### src/rtl/div_unit.sv
// rtl/div_unit.sv - iterative 32-bit signed/unsigned restoring divider
//
// Purpose: answers divide requests from the execute stage. A request is
// accepted in FREE; the divider then runs 32 shift-subtract steps, applies
// the sign fix and presents {remainder, quotient} with ready held until the
// requester drops start. Divide by zero returns 0 after one extra edge.
//
// Ports:
//   clk            system clock, rising edge
//   rst            synchronous active-high reset
//   div_start_i    request, held high until div_ready_o is seen
//   div_signed_i   1 = signed (DIV), 0 = unsigned (DIVU), sampled at start
//   div_annul_i    cancel an in-flight divide
//   div_opdata1_i  dividend, sampled at start
//   div_opdata2_i  divisor, sampled at start
//   div_result_o   {remainder[63:32], quotient[31:0]}
//   div_ready_o    result valid
//   div_busy_o     high while in BYZERO or ON
module div_unit (
  input  logic        clk,
  input  logic        rst,
  input  logic        div_start_i,
  input  logic        div_signed_i,
  input  logic        div_annul_i,
  input  logic [31:0] div_opdata1_i,
  input  logic [31:0] div_opdata2_i,
  output logic [63:0] div_result_o,
  output logic        div_ready_o,
  output logic        div_busy_o
);

  typedef enum logic [1:0] {
    S_FREE   = 2'd0,
    S_BYZERO = 2'd1,
    S_ON     = 2'd2,
    S_END    = 2'd3
  } state_e;

  state_e      state_q, state_d;
  logic [5:0]  cnt_q, cnt_d;
  logic [64:0] work_q, work_d;
  logic [31:0] divisor_q, divisor_d;
  logic        qneg_q, qneg_d;
  logic        rneg_q, rneg_d;
  logic [63:0] result_q, result_d;
  logic        ready_q, ready_d;

  // Operand prep: magnitudes and result signs
  logic        sign1, sign2;
  logic [31:0] abs1, abs2;

  assign sign1 = div_signed_i & div_opdata1_i[31];
  assign sign2 = div_signed_i & div_opdata2_i[31];
  assign abs1  = sign1 ? (~div_opdata1_i + 32'd1) : div_opdata1_i;
  assign abs2  = sign2 ? (~div_opdata2_i + 32'd1) : div_opdata2_i;

  // Working register: [64:32] partial remainder, [31:0] dividend bits still
  // to be consumed from the top while quotient bits fill in from the bottom.
  // The remainder field is 33 bits because a shifted remainder can reach
  // 2*divisor-1 before the compare.
  logic [64:0] shifted;
  logic [32:0] diff;
  logic        ge;
  logic [64:0] step_res;

  assign shifted  = work_q << 1;
  assign ge       = shifted[64:32] >= {1'b0, divisor_q};
  assign diff     = shifted[64:32] - {1'b0, divisor_q};
  assign step_res = ge ? {diff, shifted[31:1], 1'b1} : shifted;

  // Sign fix on the finished magnitudes
  logic [31:0] q_raw, r_raw, q_fix, r_fix;

  assign q_raw = work_q[31:0];
  assign r_raw = work_q[63:32];
  assign q_fix = qneg_q ? (~q_raw + 32'd1) : q_raw;
  assign r_fix = rneg_q ? (~r_raw + 32'd1) : r_raw;

  always_comb begin
    state_d   = state_q;
    cnt_d     = cnt_q;
    work_d    = work_q;
    divisor_d = divisor_q;
    qneg_d    = qneg_q;
    rneg_d    = rneg_q;
    result_d  = result_q;
    ready_d   = ready_q;

    case (state_q)
      S_FREE: begin
        ready_d  = 1'b0;
        result_d = 64'h0;
        if (div_start_i && !div_annul_i) begin
          if (div_opdata2_i == 32'h0) begin
            state_d = S_BYZERO;
          end else begin
            state_d   = S_ON;
            cnt_d     = 6'd0;
            work_d    = {33'h0, abs1};
            divisor_d = abs2;
            qneg_d    = sign1 ^ sign2;
            rneg_d    = sign1;
          end
        end
      end

      S_BYZERO: begin
        if (div_annul_i || !div_start_i) begin
          state_d  = S_FREE;
          result_d = 64'h0;
          ready_d  = 1'b0;
        end else begin
          state_d  = S_END;
          result_d = 64'h0;
          ready_d  = 1'b1;
        end
      end

      S_ON: begin
        // Cancel takes priority even on the sign-fix edge
        if (div_annul_i || !div_start_i) begin
          state_d  = S_FREE;
          result_d = 64'h0;
          ready_d  = 1'b0;
        end else if (cnt_q == 6'd32) begin
          state_d  = S_END;
          result_d = {r_fix, q_fix};
          ready_d  = 1'b1;
        end else begin
          work_d = step_res;
          cnt_d  = cnt_q + 6'd1;
        end
      end

      S_END: begin
        ready_d = 1'b1;
        if (!div_start_i) begin
          state_d  = S_FREE;
          result_d = 64'h0;
          ready_d  = 1'b0;
        end
      end

      default: begin
        state_d  = S_FREE;
        result_d = 64'h0;
        ready_d  = 1'b0;
      end
    endcase
  end

  always_ff @(posedge clk) begin
    if (rst) begin
      state_q   <= S_FREE;
      cnt_q     <= 6'd0;
      work_q    <= 65'h0;
      divisor_q <= 32'h0;
      qneg_q    <= 1'b0;
      rneg_q    <= 1'b0;
      result_q  <= 64'h0;
      ready_q   <= 1'b0;
    end else begin
      state_q   <= state_d;
      cnt_q     <= cnt_d;
      work_q    <= work_d;
      divisor_q <= divisor_d;
      qneg_q    <= qneg_d;
      rneg_q    <= rneg_d;
      result_q  <= result_d;
      ready_q   <= ready_d;
    end
  end

  assign div_result_o = result_q;
  assign div_ready_o  = ready_q;
  assign div_busy_o   = (state_q == S_BYZERO) || (state_q == S_ON);

endmodule

### config.mk
export PLATFORM = sky130hd
export DESIGN_NAME = div_unit
export DESIGN_NICKNAME = d
export VERILOG_FILES = /design/src/rtl/div_unit.sv
export SDC_FILE = /design/constraint.sdc
export NUM_CORES = 1
export LEC_CHECK = 0
export CELL_PAD_IN_SITES_DETAIL_PLACEMENT = 1
export CELL_PAD_IN_SITES_GLOBAL_PLACEMENT = 1
export CORE_MARGIN = 10
export CORE_UTILIZATION = 38
export CTS_CLUSTER_SIZE = 10
export DETAILED_ROUTE_END_ITERATION = 10
export GPL_TIMING_DRIVEN = 0
export PLACE_DENSITY = 0.8
export SLEW_MARGIN = 20
export SYNTH_ARGS = -nofsm -noshare
export SYNTH_HDL_FRONTEND = slang
export SYNTH_SLANG_ARGS = --single-unit
### constraint.sdc
create_clock -name clk -period 3.3 [get_ports clk]
set_clock_uncertainty 0.1 [all_clocks]
set_input_delay 0.495 -clock clk [delete_from_list [all_inputs] [get_ports clk]]
set_output_delay 0.495 -clock clk [all_outputs]
set_load 0.1 [all_outputs]
==> flow_metrics.py <==
metrics = {
    "run_status": {
        "status": "finished, final reports clean",
    },
    "place": {
        "dp_hpwl_um": 29300,
        "io_buffers": 134,
        "dp.cells": 1893,
        "gp_congestion": 0.917,
        "place_ws_ps": -1400,
    },
    "job": {
        "drv_cap": 0,
    },
    "sta": {
        "slew_viol_final": 0,
        "slew_headroom_pct": 31.5,
        "setup_viol": 0,
        "finalCritPeriodShare_pct": 99.2,
        "hold-worst-slack_ps": 357,
        "setup_ws_ps": 25.1,
        "layout_min_cycle_time_ps": 3270,
        "worstMarginPinSlew_ps": 1020,
        "hold_viol": 0,
        "rsz0062_at_grt": "yes",
        "fmax_mhz": 305,
    },
    "synthesis": {
        "synth_edf_count": 0,
        "async_reset_ff_share_pct": 0,
        "syn_nets": 1493,
        "syn_area_mm2": 0.0107,
        "synth_common_cells": "195 x nand2_1, 171 x dfxtp_1, 125 x nor2_1",
        "synthDistinctLibCells": 66,
        "dominantRegCellSynth": "dfxtp_1",
        "synth_top_cell_area_share_pct": 32.1,
        "yosysSeqAreaShare_pct": 32.1,
        "yosys-top-cells-area": "dfxtp_1 32%, xnor2_1 8.3%, nand2_1 6.9%, a21oi_1 5.3%, ha_1 4.9%",
        "synth_top_area_cell": "dfxtp_1",
        "yosysMostFrequentCell": "nand2_1",
        "ys_ff_latch": 171,
        "synth_cells": 1381,
        "synth_area_per_cell_um2": 7.73,
        "ys.warnings.count": 0,
    },
    "drt": {
        "detail_route.iter0.violations": 716,
        "wl_per_cell_um": 19.5,
        "drc_errors": 0,
        "routed-via-count": 10832,
        "avgViaCountPerCell": 5.59,
        "ant_nets": 0,
        "dr.pass1.iters": 4,
        "wirelength_um": 37900,
    },
    "final_layout": {
        "nets": 1658,
        "syn_to_final_growth_pct": 26.6,
        "nFillCells": 3384,
        "multi_input_area_mm2": 0.00701,
        "finalNonFillerCells": 1938,
        "regArea_mm2": 0.00344,
        "layout-drive-gt1-share_pct": 8.66,
    },
    "die": {
        "die_area_mm2": 0.0352,
        "die_h_um": 188,
        "core_area_mm2": 0.0278,
        "rows": 61,
        "io_pins": 135,
        "start_util_pct": 38.4,
        "die_w_um": 188,
    },
    "cts": {
        "cts.path.max_buffers": 2,
        "root_buffer": "clkbuf_16",
        "cts-hold-fix-buffers": 0,
        "clk_pin_slew_ps": 70,
        "cts_tree": "done",
        "clk-insertion-delay-late_ps": 440,
        "numCtsBuffers": 17,
        "cts_max_level": 4,
        "clkSinkCount": 171,
    },
    "global_route": {
        "grt_pass1_wl_um": 60000,
        "gr-total-overflow": 0,
        "track_usage_pct": 20.6,
        "grt_max_degree": 17,
        "grt_antenna_before_repair": 1,
        "grt_pass1_vias": 10974,
    },
    "power_and_ir_drop": {
        "static-leakage-power_nw": 5.12,
        "report.power.total_mw": 7.38,
        "p_per_area_mw_per_mm2": 545,
        "ir_drop_v": 0.000593,
    },
    "worst_setup_path": {
        "arrival_ps": 3530,
        "endpoint_kind": "flop",
        "worstPathRequired_ps": 3560,
        "critPathKind": "reg -> reg",
        "path_max_fanout": 10,
        "start_kind": "flop",
    },
    "worst_hold_path": {
        "hp-class": "reg -> reg",
    },
}
## worst max-delay path, cell delays in order, from the launching register on
cell and delay (ps):
dfxtp_1 560, ha_4 240, nand3_1 100, or2_2 350
o21bai_1 220, a31oi_2 290, o21ai_2 140, o41a_1 460
clkbuf_4 250, nor4b_2 310, a31oi_1 70, o211ai_1 100
## metal layers
metal  vias to the layer above  global-route usage, %  part of all wire [%]
met2                       234                   33.0                    46
met1                      5299                   28.0                    48
met3                        47                   3.01                   4.2
met5                         -                      0                     0
met4                         0                   5.85                   1.9
li1                       5252                      -                     -
## sequential cells by signal, summed over array words and instances, names as in the netlist
register,flops
div_ready_o,1
rneg_q,1
state_q,2
div_result_o,64
work_q,64
qneg_q,1
divisor_q,32
cnt_q,6
## through the flow
step | utilization, % | instance area [um2] | TNS [ps]
final | 48.7 | 13500 | 0
after CTS | 47.8 | 13300 | 0
after detailed placement | 45.0 | 12500 | -102270
after floorplan | - | 10700 | 0
after global placement | 45.0 | 12500 | -105570
after global routing | 48.7 | 13500 | -276
## cell families after synthesis
| logic type | share of synthesized area, % |
|---|---|
| flops | 32.1 |
| xor+xnor | 12.2 |
| simple gates | 19.0 |
| compound gates | 25.9 |
| buf+inv | 4.96 |
| mux | 0.762 |
| fa+ha+maj | 5.11 |
## what timing repair did
action,CTS,global route
endpoints found under the hold margin,0,0
pin swaps,5,15
buffers inserted,5,8
resized for setup,37,63
setup endpoints to repair,109,117
## layout by cell type, fill, tap and decap left out, types with 16 or more instances in the layout
master / instances
clkbuf_1: 49
ha_1: 34
a211oi_1: 32
nand2_1: 194
a22o_1: 35
or3_1: 17
a21oi_1: 108
nand3_1: 17
xnor2_1: 101
clkdlybuf4s50_1: 134
o21ai_0: 101
nor2_1: 124
inv_1: 55
dfxtp_1: 159
o41ai_1: 16
xor2_1: 48
o31ai_1: 28
a22oi_1: 29
clkbuf_16: 17
## layout make-up
type                       instances  share of cell area [%]
antenna                            1                  0.0185
clock inverter                    15                    1.22
buffer                            77                    2.58
timing repair buffer             147                    10.6
multi-input combinational       1075                    51.8
inverter                          57                    1.59
clock buffer                      17                    3.15
sequential                       171                    25.5
tap                              378                    3.50
## where the power goes
part	internal (mW)	switching [mW]	total (mW)
Sequential	2.21	0.147	2.36
Combinational	1.06	1.88	2.94
Clock	1.13	0.946	2.08
## final timing paths
kind / startpoint / cells after the start / slack (ps) / endpoint
max: work_q[41] / 11 / 30 / work_q[63]
max reg2reg: work_q[41] / 11 / 30 / work_q[63]
min: divisor_q[26] / 2 / 360 / divisor_q[26]
min reg2reg: divisor_q[26] / 2 / 360 / divisor_q[26]
(Power assumes the default switching activity.)
